`src/rtl/alu_hilo_muldiv.sv`:
```
// alu_hilo_muldiv: EX-stage ALU with single-cycle combinational ops and a
// multi-cycle multiply/divide unit writing the HI/LO register pair.
// Multiply is shift-add and divide is restoring division, both on operand
// magnitudes with one bit per cycle. A final FIX cycle applies sign
// correction and commits HI/LO.
module alu_hilo_muldiv #(
  parameter int WIDTH = 32
) (
  input  logic             clk,
  input  logic             reset,
  input  logic             Valid_in,
  input  logic [5:0]       Func_in,
  input  logic [WIDTH-1:0] A_in,
  input  logic [WIDTH-1:0] B_in,
  output logic [WIDTH-1:0] O_out,
  output logic             Branch_out,
  output logic             Jump_out,
  output logic             Busy_out,
  output logic             Stall_out
);

  localparam int CNT_W = $clog2(WIDTH);
  localparam logic [CNT_W-1:0] LAST_ITER = CNT_W'(WIDTH - 1);

  typedef enum logic [1:0] {
    ST_IDLE,
    ST_ITER,
    ST_FIX
  } state_e;

  // ---------------------------------------------------------------------------
  // State
  // ---------------------------------------------------------------------------
  state_e               state_q, state_d;
  logic [CNT_W-1:0]     cnt_q, cnt_d;
  logic [2*WIDTH-1:0]   acc_q, acc_d;     // mul: {partial, multiplier}; div: {remainder, dividend/quotient}
  logic [WIDTH-1:0]     opnd_q, opnd_d;   // multiplicand or divisor magnitude
  logic                 is_div_q, is_div_d;
  logic                 neg_q, neg_d;     // negate product / quotient in FIX
  logic                 neg_rem_q, neg_rem_d;
  logic                 dz_q, dz_d;       // divide by zero
  logic [WIDTH-1:0]     hi_q, hi_d;
  logic [WIDTH-1:0]     lo_q, lo_d;

  // ---------------------------------------------------------------------------
  // Decode
  // ---------------------------------------------------------------------------
  logic is_muldiv, is_mfmt, is_hilo, accept, mt_en;
  logic signed_op, a_neg, b_neg;
  logic [WIDTH-1:0] a_mag, b_mag;

  assign is_muldiv = (Func_in[5:2] == 4'b0110);
  assign is_mfmt   = (Func_in[5:2] == 4'b0100);
  assign is_hilo   = is_muldiv | is_mfmt;

  assign Busy_out  = (state_q != ST_IDLE);
  assign Stall_out = Valid_in & is_hilo & Busy_out;
  assign accept    = Valid_in & is_muldiv & ~Busy_out;
  assign mt_en     = Valid_in & is_mfmt & Func_in[0] & ~Busy_out;

  // MULT and DIV (funct bit 0 clear) treat operands as signed.
  assign signed_op = ~Func_in[0];
  assign a_neg     = signed_op & A_in[WIDTH-1];
  assign b_neg     = signed_op & B_in[WIDTH-1];
  assign a_mag     = a_neg ? -A_in : A_in;
  assign b_mag     = b_neg ? -B_in : B_in;

  // ---------------------------------------------------------------------------
  // One iteration of each algorithm
  // ---------------------------------------------------------------------------
  logic [WIDTH:0]       mul_sum;
  logic [2*WIDTH-1:0]   mul_step;
  logic [WIDTH:0]       rem_shift;
  logic [WIDTH:0]       rem_diff;
  logic                 div_ge;
  logic [WIDTH-1:0]     rem_new;
  logic [2*WIDTH-1:0]   div_step;
  logic                 unused_rem_msb;

  assign mul_sum  = {1'b0, acc_q[2*WIDTH-1:WIDTH]} + (acc_q[0] ? {1'b0, opnd_q} : '0);
  assign mul_step = {mul_sum, acc_q[WIDTH-1:1]};

  assign rem_shift = {acc_q[2*WIDTH-1:WIDTH], acc_q[WIDTH-1]};
  assign div_ge    = (rem_shift >= {1'b0, opnd_q});
  assign rem_diff  = rem_shift - {1'b0, opnd_q};
  // A restored remainder is always below the divisor, so it fits in WIDTH bits.
  assign rem_new   = div_ge ? rem_diff[WIDTH-1:0] : rem_shift[WIDTH-1:0];
  assign div_step  = {rem_new, acc_q[WIDTH-2:0], div_ge};
  assign unused_rem_msb = rem_diff[WIDTH];

  // Sign-corrected results presented to HI/LO in the FIX cycle.
  logic [2*WIDTH-1:0] prod_fix;
  logic [WIDTH-1:0]   quo_fix, rem_fix;

  assign prod_fix = neg_q ? -acc_q : acc_q;
  assign quo_fix  = dz_q ? '1 : (neg_q ? -acc_q[WIDTH-1:0] : acc_q[WIDTH-1:0]);
  assign rem_fix  = neg_rem_q ? -acc_q[2*WIDTH-1:WIDTH] : acc_q[2*WIDTH-1:WIDTH];

  // ---------------------------------------------------------------------------
  // Next-state logic for the mul/div FSM and HI/LO writes
  // ---------------------------------------------------------------------------
  // NOTE: every variable gets its hold value first, so no path through the
  // case/if tree leaves one unassigned and no latch is inferred.
  always_comb begin
    state_d   = state_q;
    cnt_d     = cnt_q;
    acc_d     = acc_q;
    opnd_d    = opnd_q;
    is_div_d  = is_div_q;
    neg_d     = neg_q;
    neg_rem_d = neg_rem_q;
    dz_d      = dz_q;
    hi_d      = hi_q;
    lo_d      = lo_q;

    unique case (state_q)
      ST_IDLE: begin
        if (accept) begin
          state_d   = ST_ITER;
          cnt_d     = '0;
          is_div_d  = Func_in[1];
          opnd_d    = Func_in[1] ? b_mag : a_mag;
          acc_d     = {{WIDTH{1'b0}}, (Func_in[1] ? a_mag : b_mag)};
          neg_d     = a_neg ^ b_neg;
          neg_rem_d = a_neg;
          dz_d      = (B_in == '0);
        end else if (mt_en) begin
          if (Func_in[1]) lo_d = A_in;
          else            hi_d = A_in;
        end
      end

      ST_ITER: begin
        acc_d = is_div_q ? div_step : mul_step;
        if (cnt_q == LAST_ITER) begin
          state_d = ST_FIX;
        end else begin
          cnt_d = cnt_q + 1'b1;
        end
      end

      ST_FIX: begin
        state_d = ST_IDLE;
        cnt_d   = '0;
        if (is_div_q) begin
          // With a zero divisor the remainder path already yields |A| and the
          // dividend sign restores A; only the quotient needs forcing.
          lo_d = quo_fix;
          hi_d = rem_fix;
        end else begin
          {hi_d, lo_d} = prod_fix;
        end
      end

      default: state_d = ST_IDLE;
    endcase
  end

  // State registers; reset discards any partial result.
  // NOTE: sequential state uses non-blocking assignments so all registers
  // update together from pre-edge values.
  always_ff @(posedge clk or posedge reset) begin
    if (reset) begin
      state_q   <= ST_IDLE;
      cnt_q     <= '0;
      acc_q     <= '0;
      opnd_q    <= '0;
      is_div_q  <= 1'b0;
      neg_q     <= 1'b0;
      neg_rem_q <= 1'b0;
      dz_q      <= 1'b0;
      hi_q      <= '0;
      lo_q      <= '0;
    end else begin
      state_q   <= state_d;
      cnt_q     <= cnt_d;
      acc_q     <= acc_d;
      opnd_q    <= opnd_d;
      is_div_q  <= is_div_d;
      neg_q     <= neg_d;
      neg_rem_q <= neg_rem_d;
      dz_q      <= dz_d;
      hi_q      <= hi_d;
      lo_q      <= lo_d;
    end
  end

  // ---------------------------------------------------------------------------
  // Combinational ALU result
  // ---------------------------------------------------------------------------
  logic slt_s, slt_u;
  assign slt_s = ($signed(A_in) < $signed(B_in));
  assign slt_u = (A_in < B_in);

  // Result mux keyed on the funct field.
  always_comb begin
    O_out = B_in;
    if (Func_in[5:2] == 4'b1000) begin
      O_out = Func_in[1] ? (A_in - B_in) : (A_in + B_in);
    end else if (Func_in[5:2] == 4'b1001) begin
      unique case (Func_in[1:0])
        2'b00: O_out = A_in & B_in;
        2'b01: O_out = A_in | B_in;
        2'b10: O_out = A_in ^ B_in;
        default: O_out = ~(A_in | B_in);
      endcase
    end else if (Func_in[5:3] == 3'b101) begin
      O_out = {{(WIDTH-1){1'b0}}, (Func_in[0] ? slt_u : slt_s)};
    end else if (Func_in[5:3] == 3'b111) begin
      O_out = A_in;
    end else if (is_mfmt) begin
      unique case (Func_in[1:0])
        2'b00: O_out = hi_q;
        2'b10: O_out = lo_q;
        default: O_out = B_in;
      endcase
    end
  end

  // ---------------------------------------------------------------------------
  // Branch / jump resolution
  // ---------------------------------------------------------------------------
  logic a_is_neg, a_is_zero;
  assign a_is_neg  = A_in[WIDTH-1];
  assign a_is_zero = (A_in == '0);

  // Conditions evaluated only for the 111xxx group.
  always_comb begin
    Branch_out = 1'b0;
    Jump_out   = 1'b0;
    if (Func_in[5:3] == 3'b111) begin
      unique case (Func_in[2:0])
        3'b000: Branch_out = a_is_neg;
        3'b001: Branch_out = ~a_is_neg;
        3'b010,
        3'b011: Jump_out   = 1'b1;
        3'b100: Branch_out = (A_in == B_in);
        3'b101: Branch_out = (A_in != B_in);
        3'b110: Branch_out = a_is_neg | a_is_zero;
        default: Branch_out = ~a_is_neg & ~a_is_zero;
      endcase
    end
  end

endmodule

```
`config.mk`:
```
export PLATFORM = sky130hd
export DESIGN_NAME = alu_hilo_muldiv
export DESIGN_NICKNAME = d
export VERILOG_FILES = /design/src/rtl/alu_hilo_muldiv.sv
export SDC_FILE = /design/constraint.sdc
export NUM_CORES = 1
export LEC_CHECK = 0
export CORE_UTILIZATION = 45
export CTS_CLUSTER_SIZE = 20
export DETAILED_ROUTE_END_ITERATION = 8
export DONT_BUFFER_PORTS = 1
export MAX_ROUTING_LAYER = met4
export PLACE_DENSITY = 0.63
export SETUP_SLACK_MARGIN = 0.2
export SLEW_MARGIN = 0
export SYNTH_ARGS = -nofsm -noshare
export SYNTH_HDL_FRONTEND = slang
export SYNTH_SLANG_ARGS = --single-unit
```
`constraint.sdc`:
```
create_clock -name clk -period 4.75 [get_ports clk]
set_clock_uncertainty 0.05 [all_clocks]
set_input_delay 0.475 -clock clk [delete_from_list [all_inputs] [get_ports clk]]
set_output_delay 0.475 -clock clk [all_outputs]
set_load 0.005 [all_outputs]
```
Word level (Yosys, flattened, before mapping)
Index checks and enable logic that the tools add are counted.

Magnitude comparators: 3. Bitwise logic cells: 21. Muxes and demuxes: 42. Add/subtract/negate cells: 10. Equality and inequality tests: 26. Reduce and logical (&&, ||, !) cells: 16.

Operator list (count): 2-to-1 mux 32 bit (23); 2-to-1 mux 64 bit (3); case mux 32 bit (2 select lines) (3); negation 32 bit (4); case mux 64 bit (2 select lines) (1); case mux 32 bit (3 select lines) (1); zero test 32 bit (2); less-than comparator 32 bit (2); negation 64 bit (1); subtractor 32 bit (2); adder 32 x 32 -> 33 bit (1); greater-or-equal comparator 33 x 32 -> 1 bit (1); adder 32 bit (1); bitwise AND 32 bit (1); equality test 32 bit (1); != test 32 bit (1); NOT 32 bit (1); OR 32 bit (1); bitwise XOR 32 bit (1); equality test 3 bit (second input constant) (5); case mux 5 bit (3 select lines) (1); != test 2 bit (second input constant) (7); bitwise AND 1 bit (10); 2-to-1 mux 5 bit (2); other kinds (23) (42).

Register bits: 171. Bits of input ports: 73. Output and inout port bits: 36.

Longest topological paths before layout
Depth in word-level cells: 7. Depth in mapped cells: 15.

Worst setup path before layout
OpenSTA, ideal clock, no wires.

Path type: input to output. Start point: input port A_in[18]. End point: output port O_out[31]. Arrival: 3067 ps. Path slack: 1158 ps. Stages: 13. Path through: clkbuf_1 > inv_1 > ha_1 > clkbuf_1 > nand2_1 > or4_1 > or3_1 > o21ai_0 > a21oi_1 > nor4_1 > o211ai_1 > xor2_1 > a21oi_1.

Cells in the longest elaborated chain, start to end: 3. Elaborated cells on any way between the ends: 4. Classes of those cells: 2 x add/sub; 2 x mux.

RTL lines: from (decl) (RTL line 13) `input logic [WIDTH-1:0] A_in,`; adder 32 bit or subtractor 32 bit (tied branches) (RTL line 199) `O_out = Func_in[1] ? (A_in - B_in) : (A_in + B_in);`; 2-to-1 mux 32 bit * (RTL line 199); 2-to-1 mux 32 bit * (RTL line 198) `if (Func_in[5:2] == 4'b1000) begin`; to (decl) (RTL line 15) `output logic [WIDTH-1:0] O_out,`.

Every way passes the cells marked *; elsewhere a longest branch is shown, timed or not.

Worst setup path after layout
Start point: input port B_in[5]. End point: output port O_out[31].

Cells in the longest elaborated chain, start to end: 3. Elaborated cells on any way between the ends: 4. Classes of those cells: 2 x add/sub; 2 x mux.

RTL lines: from (decl) (RTL line 14) `input logic [WIDTH-1:0] B_in,`; adder 32 bit or subtractor 32 bit (tied branches) (RTL line 199); 2-to-1 mux 32 bit * (RTL line 199); 2-to-1 mux 32 bit * (RTL line 198).

Marks and branches as above.

==> results.md <==
* Outcome: finished clean
* Setup Buffers After CTS at 0
* Fin crit period at 4.16 ns
* CTS-repair resized insts at 0
* Row count at 78
* Cells after DPL at 3341
* Number of buffers created by CTS at 17
* Post-Syn Area at 20900 sq um
* Post-route setup slack at 0.595 ns
* Fin util at 0.482
* Slew HR at 0.259
* Largest net degree at the start of global routing at 224
* Register Area at 4280 sq um
* Max Freq at 0.241 GHz
* WL met2 at 35000 um
* DP Wirelength at 62300 um
* Placer Congestion at 0.988
* Slew @ Worst Pin at 1.11 ns
* Sink Count at 171
* Global-route wire length before repair at 126000 um
* Count leader, synth: a21oi_1
* # IOs at 109
* Syn_nets at 3130
* Clock root buffer: clkbuf_16
* Drt wl/cell at 24.5 um
* Synth-to-Final Area Change at 5.07%
* Fin Setup TNS at 0 ns
* Vias/cell at 6.47
* CP endpoint kind: output port
* Total gr overflow at 0
* Initial core utilization at 0.459
* Slowest stage cell on the critical path: o41ai_2
* CP max FO at 6
* Worst skew pair latency at 0.46 ns
* Layout cell share with drive strength beyond 1 at 0.0484
* Most frequent cells after synthesis: 320 x a21oi_1, 293 x nor2_1, 269 x o21ai_0, 261 x nand2_1, 172 x clkbuf_1
* Static Leak at 9.03 nW
* RSZ-0062 raised after global routing: no
* Routed wl met3 at 6770 um
* Final Hold Fails at 0
* GRT Overall Usage at 0.354
* CTS HTree Levels at 4
* PortBufs at 0
* CP required at 4.22 ns
* ANT nets after route at 0
* #FFs+latches synth at 171
* WL final at 82500 um
* Crit path cell chain: inv_1 > ha_1 > nor4_2 > o311ai_1 > nand2_1 > and3b_1 > o41ai_2 > a311o_1 > a31oi_1 > o211ai_1 > xor2_1 > a21oi_1
* Final hold slack at 0.0193 ns
* Yosys warnings at 0
* Chip width at 218 um
* Final #Nets at 3003
* DR DRC count at 0
* Core outline area at 45600 sq um
* Cell count after synthesis at 2887
* Top routing layer used: met4
* Critical path class: in2out
* Synth area leader: dfrtp_1
* Yosys cell types at 85
* Pwr Density at 502 nW/um^2
* Area of the die at 47400 sq um
* Final Non-Filler Cells at 3372
* Final-layout fill cell count at 4586
* Final number of setup-violating endpoints at 0
* Post-synth EDFFs at 0
* Post-synth ARST share at 1.00
* Peak VDD IR at 0.000442 V
* Worst setup slack after placement at 0.589 ns
* CP peak stage delay at 0.57 ns
* Post-synth top flop: dfrtp_1
* Register area share after synthesis at 0.205
* Syn_area_per_cell at 7.25 sq um
* Chip height at 218 um
* Metal1 wirelength at 38600 um
* Hold Path Class: in2async
* Vias in the first global route at 20.3k
* Initial antenna violation count at 1
* Clock buffer depth at 2
* Period utilisation layout at 0.875
* Max_cap viols at 0
* Clock transition at path regs at 0.07 ns
* Slew Limit Fails at 0
* Vias at 21.8k
* Yosys top cell area share at 0.205
* WP data arrival at 3.63 ns
* Leading post-synthesis cells by cell area: dfrtp_1 20%, ha_1 9.9%, a21oi_1 7.7%
* CTS tree: built
* Initial DRT Pass Iterations at 6
* Combined area of the multi-input logic cells at 15400 sq um
* Hold_buf cts at 0
* CP Launch Type: input port
* 1st-iter DRT viols at 2257
## worst max-delay path: cells and delay by family
kind / cells / cell delay [ns]
compound gates: 6 / 1.65
buf+inv: 1 / 0.07
xor+xnor: 1 / 0.11
simple gates: 3 / 0.91
fa+ha+maj: 1 / 0.41
## flip-flops by register name, indices dropped and copies added (netlist names)
name and cells:
lo_q 32, state_q 2, acc_q 64, cnt_q 5, neg_rem_q 1, is_div_q 1, dz_q 1, opnd_q 32
hi_q 32, neg_q 1
## worst paths after layout
path,startpoint,end,slack (ns),cells past startpoint
min in group clk,A_in[1],hi_q[1],0.11,2
setup / recovery,B_in[5],O_out[31],0.59,12
setup reg to reg,acc_q[0],acc_q[63],0.78,14
max in group asynchronous,reset,opnd_q[5],3.73,2
hold / removal,reset,cnt_q[0],0.02,2
hold reg to reg,hi_q[0],hi_q[0],0.44,2
## through the flow
step	cell area (sq um)	power, W
after floorplan	20900	0.00762
after global placement	21400	0.00932
after detailed placement	21400	0.00945
after CTS	22000	0.0109
after global routing	22000	0.0119
final	22000	0.0110
## report_power, final
group,leakage [nW],internal (W),switching (W),total (W)
clock network,0.277,0.000779,0.000646,0.00142
registers,2.05,0.00192,0.000752,0.00267
logic,6.70,0.00282,0.00412,0.00694
## layout make-up
type                    count  area share
well taps                 600      0.0342
inverters                 157      0.0270
repair buffers             46      0.0174
clock inverters            12     0.00575
diodes                      1    0.000114
clock buffers              18      0.0200
flip-flops and latches    171       0.195
multi-input cells        2367       0.701
## kinds of logic after synthesis
logic type	share of synthesized area
muxes	0.0449
buffers and inverters	0.0630
xor gates and xnor gates	0.0846
and+or+nand+nor	0.189
adders and majority gates	0.103
DFF	0.205
AOI/OAI and AO/OA	0.311
## routing by layer
| metal | up-vias | global-route usage |
|---|---|---|
| met5 | - | - |
| met4 | 0 | 0.0984 |
| met3 | 126 | 0.0524 |
| met2 | 1048 | 0.513 |
| met1 | 10500 | 0.507 |
| li1 | 10200 | - |
## cell usage in the layout (no fill, tap or decap), types with 12 or more instances in the layout
cell / netlist / routed
a21oi_1: 320 / 319
nor2_1: 293 / 290
o21ai_0: 269 / 269
nand2_1: 261 / 261
dfrtp_1: 171 / 170
ha_1: 166 / 166
inv_1: 155 / 154
xnor2_1: 137 / 137
a211oi_1: 86 / 86
mux2i_1: 86 / 86
xor2_1: 65 / 65
nor3_1: 61 / 60
nand3_1: 46 / 45
buf_4: 0 / 43
o22ai_1: 42 / 42
a21o_1: 37 / 37
o211ai_1: 33 / 33
a32oi_1: 32 / 32
o31ai_1: 29 / 29
nand2b_1: 29 / 28
or3_1: 28 / 28
a31oi_1: 27 / 27
nor2b_1: 24 / 22
a22oi_1: 20 / 20
and3_1: 19 / 18
o21bai_1: 18 / 18
clkbuf_16: 0 / 17
o21a_1: 16 / 16
nand4_1: 14 / 14
nor4_1: 14 / 14
a221oi_1: 13 / 13
o221ai_1: 13 / 13
or4_1: 12 / 12
Note: power is estimated with default switching activity, not from simulation.
